<file path="config.mk">
export PLATFORM = sky130hd
export DESIGN_NAME = multicycle_phase_ctrl_flat
export DESIGN_NICKNAME = d
export VERILOG_FILES = /design/src/rtl/multicycle_phase_ctrl_pkg.sv /design/src/rtl/multicycle_phase_ctrl_if.sv /design/src/rtl/multicycle_phase_ctrl_phase_wait_timer.sv /design/src/rtl/multicycle_phase_ctrl.sv /design/src/flat_wrapper.sv
export SDC_FILE = /design/constraint.sdc
export NUM_CORES = 1
export LEC_CHECK = 0
export ABC_AREA = 1
export CELL_PAD_IN_SITES_DETAIL_PLACEMENT = 1
export CELL_PAD_IN_SITES_GLOBAL_PLACEMENT = 1
export CORE_MARGIN = 8
export CORE_UTILIZATION = 36
export DETAILED_ROUTE_END_ITERATION = 7
export PLACE_DENSITY_LB_ADDON = 0.2
export SYNTH_ARGS = -nofsm -noshare
export SYNTH_HDL_FRONTEND = slang
export SYNTH_SLANG_ARGS = --single-unit
export TNS_END_PERCENT = 20
</file>
<file path="constraint.sdc">
create_clock -name clk -period 2.1 [get_ports clk]
set_clock_uncertainty 0.15 [all_clocks]
set_input_delay 0.21 -clock clk [delete_from_list [all_inputs] [get_ports clk]]
set_output_delay 0.21 -clock clk [all_outputs]
set_load 0.01 [all_outputs]
</file>
<file path="src/rtl/multicycle_phase_ctrl_pkg.sv">
// Shared encodings for the multicycle phase controller: datapath phase codes
// and the controller's internal state encoding.
package multicycle_phase_ctrl_pkg;

  localparam logic [1:0] PH_IF = 2'b00;
  localparam logic [1:0] PH_ID = 2'b01;
  localparam logic [1:0] PH_EX = 2'b10;
  localparam logic [1:0] PH_WB = 2'b11;

  typedef enum logic [2:0] {
    ST_IF   = 3'd0,
    ST_ID   = 3'd1,
    ST_EX   = 3'd2,
    ST_WB   = 3'd3,
    ST_HALT = 3'd4
  } state_t;

  // HALT reports the IF code so the datapath sees an idle fetch phase.
  function automatic logic [1:0] phase_of(state_t s);
    case (s)
      ST_ID:   return PH_ID;
      ST_EX:   return PH_EX;
      ST_WB:   return PH_WB;
      default: return PH_IF;
    endcase
  endfunction

endpackage

</file>
<file path="src/rtl/multicycle_phase_ctrl_if.sv">
// Controller <-> datapath/memory signal bundle; master is the controller side.
interface multicycle_phase_ctrl_if #(
  parameter int CNT_W = 16
);
  logic             run;
  logic             mem_ack;
  logic             is_mem;
  logic             is_halt;
  logic [1:0]       phase;
  logic             mem_req;
  logic             ir_we;
  logic             reg_we;
  logic             pc_we;
  logic [CNT_W-1:0] retired;
  logic             halted;
  logic             timeout_err;

  modport master (
    input  run, mem_ack, is_mem, is_halt,
    output phase, mem_req, ir_we, reg_we, pc_we, retired, halted, timeout_err
  );

  modport slave (
    output run, mem_ack, is_mem, is_halt,
    input  phase, mem_req, ir_we, reg_we, pc_we, retired, halted, timeout_err
  );
endinterface

</file>
<file path="src/rtl/multicycle_phase_ctrl_phase_wait_timer.sv">
// Counts consecutive unacknowledged memory-request cycles within one phase and
// flags the cycle in which the count would reach TIMEOUT.
module phase_wait_timer #(
  parameter int TIMEOUT = 15
) (
  input  logic clk,
  input  logic reset,
  input  logic inc,
  input  logic clr,
  output logic expire
);

  localparam int            W    = $clog2(TIMEOUT + 1);
  localparam logic [W-1:0]  LAST = W'(TIMEOUT - 1);

  logic [W-1:0] count;

  assign expire = inc & (count == LAST);

  always_ff @(posedge clk) begin
    if (reset || clr) begin
      count <= '0;
    end else if (inc) begin
      count <= count + W'(1);
    end
  end

endmodule

</file>
<file path="src/rtl/multicycle_phase_ctrl.sv">
// Multicycle-CPU phase controller: IF/ID/EX/WB sequencing under a memory
// req/ack handshake, write strobes, retired-instruction counter, terminal HALT.
module multicycle_phase_ctrl
  import multicycle_phase_ctrl_pkg::*;
#(
  parameter int TIMEOUT = 15,
  parameter int CNT_W   = 16
) (
  input  logic                    clk,
  input  logic                    reset,
  multicycle_phase_ctrl_if.master bus
);

  state_t           state, state_next;
  logic             is_mem_q, is_halt_q;
  logic             req, expire, leave;
  logic             ir_we, reg_we, pc_we;
  logic [1:0]       phase_q;
  logic             halted_q, timeout_err_q;
  logic [CNT_W-1:0] retired_q;

  // Request kept separate from the next-state logic so the timer sees no loop.
  always_comb begin
    req = 1'b0;
    if (!reset) begin
      case (state)
        ST_IF:   req = bus.run;
        ST_EX:   req = is_mem_q;
        default: req = 1'b0;
      endcase
    end
  end

  assign leave = (state_next != state);

  phase_wait_timer #(.TIMEOUT(TIMEOUT)) u_timer (
    .clk    (clk),
    .reset  (reset),
    .inc    (req & ~bus.mem_ack),
    .clr    (leave),
    .expire (expire)
  );

  always_comb begin
    state_next = state;
    ir_we      = 1'b0;
    reg_we     = 1'b0;
    pc_we      = 1'b0;
    case (state)
      ST_IF: begin
        if (bus.run && bus.mem_ack) begin
          ir_we      = 1'b1;
          state_next = ST_ID;
        end else if (expire) begin
          state_next = ST_HALT;
        end
      end
      ST_ID:   state_next = bus.is_halt ? ST_HALT : ST_EX;
      ST_EX: begin
        if (!is_mem_q || bus.mem_ack) begin
          state_next = ST_WB;
        end else if (expire) begin
          state_next = ST_HALT;
        end
      end
      ST_WB: begin
        reg_we     = ~is_halt_q;
        pc_we      = ~is_halt_q;
        state_next = ST_IF;
      end
      ST_HALT: state_next = ST_HALT;
      default: state_next = ST_IF;
    endcase
    // Reset abandons the current instruction without issuing any strobe.
    if (reset) begin
      ir_we  = 1'b0;
      reg_we = 1'b0;
      pc_we  = 1'b0;
    end
  end

  always_ff @(posedge clk) begin
    if (reset) begin
      state         <= ST_IF;
      phase_q       <= PH_IF;
      halted_q      <= 1'b0;
      timeout_err_q <= 1'b0;
      retired_q     <= '0;
      is_mem_q      <= 1'b0;
      is_halt_q     <= 1'b0;
    end else begin
      state    <= state_next;
      phase_q  <= phase_of(state_next);
      halted_q <= (state_next == ST_HALT);
      if (expire) begin
        timeout_err_q <= 1'b1;
      end
      if (state == ST_ID) begin
        is_mem_q  <= bus.is_mem;
        is_halt_q <= bus.is_halt;
      end
      if (state == ST_WB && !is_halt_q) begin
        retired_q <= retired_q + CNT_W'(1);
      end
    end
  end

  assign bus.mem_req     = req;
  assign bus.ir_we       = ir_we;
  assign bus.reg_we      = reg_we;
  assign bus.pc_we       = pc_we;
  assign bus.phase       = phase_q;
  assign bus.halted      = halted_q;
  assign bus.timeout_err = timeout_err_q;
  assign bus.retired     = retired_q;

endmodule
</file>
<file path="src/flat_wrapper.sv">
// flat-port wrapper written by rule: the top's interface ports become plain ports
module multicycle_phase_ctrl_flat import multicycle_phase_ctrl_pkg::*;
#(
  parameter int TIMEOUT = 15,
  parameter int CNT_W   = 16
)
  (clk, reset, bus_run, bus_mem_ack, bus_is_mem, bus_is_halt, bus_phase, bus_mem_req, bus_ir_we, bus_reg_we, bus_pc_we, bus_retired, bus_halted, bus_timeout_err);
  multicycle_phase_ctrl_if #(.CNT_W(CNT_W)) bus_i ();
  input  logic clk;
  input  logic reset;
  input wire logic [$bits(bus_i.run)-1:0] bus_run;
  input wire logic [$bits(bus_i.mem_ack)-1:0] bus_mem_ack;
  input wire logic [$bits(bus_i.is_mem)-1:0] bus_is_mem;
  input wire logic [$bits(bus_i.is_halt)-1:0] bus_is_halt;
  output wire logic [$bits(bus_i.phase)-1:0] bus_phase;
  output wire logic [$bits(bus_i.mem_req)-1:0] bus_mem_req;
  output wire logic [$bits(bus_i.ir_we)-1:0] bus_ir_we;
  output wire logic [$bits(bus_i.reg_we)-1:0] bus_reg_we;
  output wire logic [$bits(bus_i.pc_we)-1:0] bus_pc_we;
  output wire logic [$bits(bus_i.retired)-1:0] bus_retired;
  output wire logic [$bits(bus_i.halted)-1:0] bus_halted;
  output wire logic [$bits(bus_i.timeout_err)-1:0] bus_timeout_err;
  assign bus_i.run = bus_run;
  assign bus_i.mem_ack = bus_mem_ack;
  assign bus_i.is_mem = bus_is_mem;
  assign bus_i.is_halt = bus_is_halt;
  assign bus_phase = bus_i.phase;
  assign bus_mem_req = bus_i.mem_req;
  assign bus_ir_we = bus_i.ir_we;
  assign bus_reg_we = bus_i.reg_we;
  assign bus_pc_we = bus_i.pc_we;
  assign bus_retired = bus_i.retired;
  assign bus_halted = bus_i.halted;
  assign bus_timeout_err = bus_i.timeout_err;
  multicycle_phase_ctrl #(.TIMEOUT(TIMEOUT), .CNT_W(CNT_W)) u_core (.clk(clk), .reset(reset), .bus(bus_i));
endmodule
</file>
* After elaboration in Yosys (flattened, before gate mapping) *
Cells that the tools add are included.
W data, S select, Z words.

cells by class
  bitwise operators = 4
  mux-type cells = 13
  reductions and logical operators = 7
  $add $sub $neg = 2
  equal/unequal tests = 10

operator list
  cell                     count
  $add A16 B1 Y16 const B  1
  $eq A3 B2 Y1 const B     4
  $mux W3                  4
  $pmux W3 S4              1
  $eq A3 B1 Y1 const B     2
  $eq A3 B3 Y1 const B     2
  $mux W1                  6
  $pmux W2 S3              1
  $add A4 B1 Y4 const B    1
  $eq A4 B4 Y1 const B     1
  $logic_not A3 Y1         1
  $ne A3 B3 Y1             1
  $and A1 B1 Y1            2
  $logic_and A1 B1 Y1      2
  $logic_not A1 Y1         2
  $logic_or A1 B1 Y1       2
  $not A1 Y1               2
  $pmux W1 S2              1

storage, ports and cells
  output and inout bits = 24
  bits in registers = 29

* Longest topological paths before layout *
  word-level depth = 10
  depth in mapped cells = 10

* Modules after synthesis *
A second synthesis with hierarchy kept.

second synthesis, totals
  cell total of the unflattened synthesis = 206
  area total of the unflattened synthesis = 1430.1 sq um

modules (own cells, without submodules)
  module                 area each (sq um)  sequential area each (sq um)  instances  cells each
  multicycle_phase_ctrl  1236.2             500.5                         1          179
  phase_wait_timer       193.9              80.1                          1          27

* Worst setup path after synthesis *
OpenSTA, ideal clock, no wires.

  path kind = register to register
  from = reg u_core.state[0]
  to = reg u_core.retired_q[14], in the netlist u_core.bus.retired[14]
  slack = 0.607 ns
  data arrival time = 1.227 ns
  clock period less this slack = 1.493 ns
  cell stages (with the launch flop) = 10
  data required time = 1.834 ns
  cells stage by stage = dfxtp_1 nand2_2 nor3_2 nand2_1 nor2_4 nand2_2 nor2_1 nand2_1 o21ai_0 nor2_1

between the ends
  word-level cells in the longest chain between the ends = 2

RTL lines
  what                      RTL line                      RTL
  start: declaration        multicycle_phase_ctrl.sv:14   state_t state, state_next;
  start signal: assignment  multicycle_phase_ctrl.sv:92   state <= state_next;
  $eq A3 B2 Y1              multicycle_phase_ctrl.sv:102  if (state == ST_WB && !is_halt_q) begin
  $logic_and A1 B1 Y1       multicycle_phase_ctrl.sv:102
  end signal: assignment    multicycle_phase_ctrl.sv:103  retired_q <= retired_q + CNT_W'(1);
  end: declaration          multicycle_phase_ctrl.sv:20   logic [CNT_W-1:0] retired_q;

No other way between the ends.
A chain may end at the register's enable or synchronous reset.

* Worst setup path in the final report *
  from = reg u_core.state[0]
  to = out bus_pc_we

between the ends
  word-level cells in the longest chain between the ends = 3

RTL lines
  what              RTL line                     RTL
  $eq A3 B2 Y1      multicycle_phase_ctrl.sv:49  case (state)
  $mux W1           multicycle_phase_ctrl.sv:49
  $mux W1           multicycle_phase_ctrl.sv:75  if (reset) begin
  end: declaration  flat_wrapper.sv:19           output wire logic [$bits(bus_i.pc_we)-1:0] bus_pc_we;

No other way between the ends.

==> results.md <==
Outcome
• completed — outcome

Synth
• 0 — number of warnings reported in the yosys synthesis log
• 189 — Syn Inst Count
• 30 — number of library cell types mapped by synthesis
• 32 x sky130_fd_sc_hd__nor2_1, 30 x sky130_fd_sc_hd__inv_1, 29 x sky130_fd_sc_hd__dfxtp_1 — most used standard cells in the synthesized netlist
• 0.4099 — Seq/Total Area, Yosys
• sky130_fd_sc_hd__dfxtp_1 41%, sky130_fd_sc_hd__nor2_1 8.5%, sky130_fd_sc_hd__inv_1 8.0% — dominant cells by area after synthesis
• 0 — number of flops mapped to enable cells by yosys
• sky130_fd_sc_hd__nor2_1 — most repeated cell in the gate-level netlist after synthesis
• sky130_fd_sc_hd__dfxtp_1 — prevailing post-synth register cell
• 0 — async set-reset flop share out of synthesis
• 198 — net count after synthesis
• 29 — number of synthesized register bits
• 1416 um2 — summed instance area of the synthesized netlist
• 0.4099 — post-synth top area share
• 7.494 um2 — Synth Area per Inst
• sky130_fd_sc_hd__dfxtp_1 — cell type with the highest aggregate area in the netlist

Place
• 1782 um2 — Placement Cell Area
• 0.7734 — weighted congestion at the end of routability-driven global placement
• 29 — Port Buf Inserts
• 2.954 mm — Detailed Place HPWL

Global route
• 1,429 — via count of the first global-routing pass
• 14 — largest net degree at the start of global routing
• 0 — total overflow reported by the global router
• 6.472 mm — global-route wire length before repair
• 0 — initial antenna violation count
• 0.1310 — aggregate global-route resource usage

Clock network
• yes — CTS tree
• 0.28 ns — later-pin clock latency in the skew report
• 2 — buffer levels on the longest clock path
• 0 — Setup Fix Bufs, Post-CTS
• 0.07 ns — Worst-path clk slew
• 2 — CTS HTree Levels
• 0 — cts hold-fix bufs
• 5 — total CTS buffers
• 29 — count of clock tree sinks
• sky130_fd_sc_hd__clkbuf_8 — Clock Tree Root

Setup path
• flop to output pin — start-to-end type of the worst setup path
• 1.74 ns — WP data required
• output pin — critical path endpoint category
• flop — crit path launch type
• 1.67 ns — data arrival time of the critical path
• 5 — maximum fanout along the worst path

Cells and area
• 1924 um2 — final non-filler cell area
• 0 — ant diodes
• 35.87% — area growth from synthesis to layout
• 703.2 um2 — area occupied by multi-input gates
• 489 — total of fill cells in the finished design
• 233 — Final nets
• 0.1378 — ratio of cells with drive above 1 in the final layout
• 583.1 um2 — Register Area

Power and ir drop
• 709.3 nW/um2 — total power divided by cell area
• 617.2 uV — largest vdd supply drop
• 1365 uW — overall power
• 0.0007782 uW — leakage power total

Timing
• 0 — final max-slew violation count
• 0 — final setup violating endpoints
• 0 — Fin. Hold Viols
• 0.7633 — Slew HR
• 2.035 ns — Final Critical Period
• 0.4915 GHz — FMAX
• 0.3524 ns — Least-Margin Pin Slew
• true — setup repair after global routing missed its margin
• 0.9689 — final worst-path cycle share

Route
• 3.888 mm — drt total wl
• 0 — post-detailed-route count of antenna-violating nets
• 4.829 — Avg Vias per Cell
• 14.14 um — routed len/inst
• 1,328 — via count
• 27 — drt first-iter violations
• 0 — number of remaining DRC errors
• 4 — detailed-router iteration count before antenna repair

Floorplan
• 3885 um2 — floorplan core area
• 0.3646 — initial cell density of the core
• 78.73 um — Die Wd
• 23 — count of standard-cell rows
• 6198 um2 — die area
• 78.73 um — DIE HEIGHT
• 30 — top-level port count

Flow run
• 0 — count of max-cap constraint violations

Hold path
• flop to flop — path class of the lowest-slack min-delay path

==> registers in the layout, summed over array words and instances, names as in the netlist <==
| signal | flops |
|---|---|
| u_core.bus.timeout_err | 1 |
| u_core.bus.halted | 1 |
| u_core.u_timer.count | 4 |
| u_core.bus.retired | 16 |
| u_core.bus.phase | 2 |
| u_core.is_mem_q | 1 |
| u_core.is_halt_q | 1 |
| u_core.state | 3 |
==> worst max-delay path, cell delays in order (launching register included) <==
cell and delay, ns:
sky130_fd_sc_hd__dfxtp_2 0.39, sky130_fd_sc_hd__nand2_2 0.08, sky130_fd_sc_hd__clkinv_1 0.10, sky130_fd_sc_hd__nand3_4 0.10
sky130_fd_sc_hd__nor2_1 0.16, sky130_fd_sc_hd__clkdlybuf4s50_1 0.56
==> layout by cell type, fill, tap and decap left out, types with 5 or more instances in the layout <==
master,count
sky130_fd_sc_hd__nor2_1,31
sky130_fd_sc_hd__inv_1,30
sky130_fd_sc_hd__dfxtp_1,27
sky130_fd_sc_hd__clkdlybuf4s50_1,26
sky130_fd_sc_hd__nand2_1,23
sky130_fd_sc_hd__a21oi_1,13
sky130_fd_sc_hd__o21ai_0,11
sky130_fd_sc_hd__nand3_1,6
sky130_fd_sc_hd__nand3_2,5
sky130_fd_sc_hd__nor3_1,5
sky130_fd_sc_hd__xor2_1,5
sky130_fd_sc_hd__clkbuf_8,5
==> cell type report <==
| type | instances | area share |
|---|---|---|
| clock buffers | 5 | 0.03576 |
| multi-input cells | 125 | 0.3654 |
| inverters | 32 | 0.06242 |
| clock inverters | 3 | 0.03381 |
| repair buffers | 31 | 0.1671 |
| well taps | 50 | 0.03251 |
| flip-flops and latches | 29 | 0.3030 |
==> layer usage <==
metal / wire [um] / global-route usage / vias to the layer above / share of wire
met2: 2042 / 0.2510 / 22 / 0.53
li1: - / - / 666 / -
met3: 235 / 0.04402 / 5 / 0.060
met4: 55 / 0.06111 / 0 / 0.014
met5: 0 / 0 / - / 0
met1: 1555 / 0.1214 / 635 / 0.40
==> per-stage QoR <==
stage	std cells	hold slack, ns	setup TNS [ns]	setup slack [ns]	util
after global placement	267	0.3020	0	0.1444	0.4586
after detailed placement	267	0.3167	0	0.09249	0.4586
after CTS	275	0.3326	0	0.01174	0.4937
final	275	0.3249	0	0.06532	0.4953
after floorplan	189	0.1385	0	0.6073	-
after global routing	275	0.3570	-0.004664	-0.004664	0.4953
==> cells by family after synthesis <==
kind of cell,share of synthesized area
xor gates and xnor gates,0.03710
adders and majority gates,0.02650
AOI/OAI and AO/OA,0.1210
DFF,0.4099
and+or+nand+nor,0.3101
buffers and inverters,0.09541
==> timing repair <==
action / 4_1_cts / 5_1_grt
resized for setup: 3 / 3
hold endpoints to repair: 0 / 0
setup endpoints to repair: 4 / 3
==> power breakdown <==
group	switching [uW]	internal, uW
clock network	221	471
registers	8.67	560
logic	61.1	43.3
total	290	1070
==> final timing paths <==
path / slack (ns) / startpoint / to / cells after the start
max: 0.07 / u_core.state[0] / bus_pc_we / 5
min: 0.32 / u_core.bus.timeout_err / u_core.bus.timeout_err / 1
max reg2reg: 0.39 / u_core.u_timer.count[0] / u_core.u_timer.count[1] / 8
min reg2reg: 0.32 / u_core.bus.timeout_err / u_core.bus.timeout_err / 1
(Power assumes the default switching activity.)
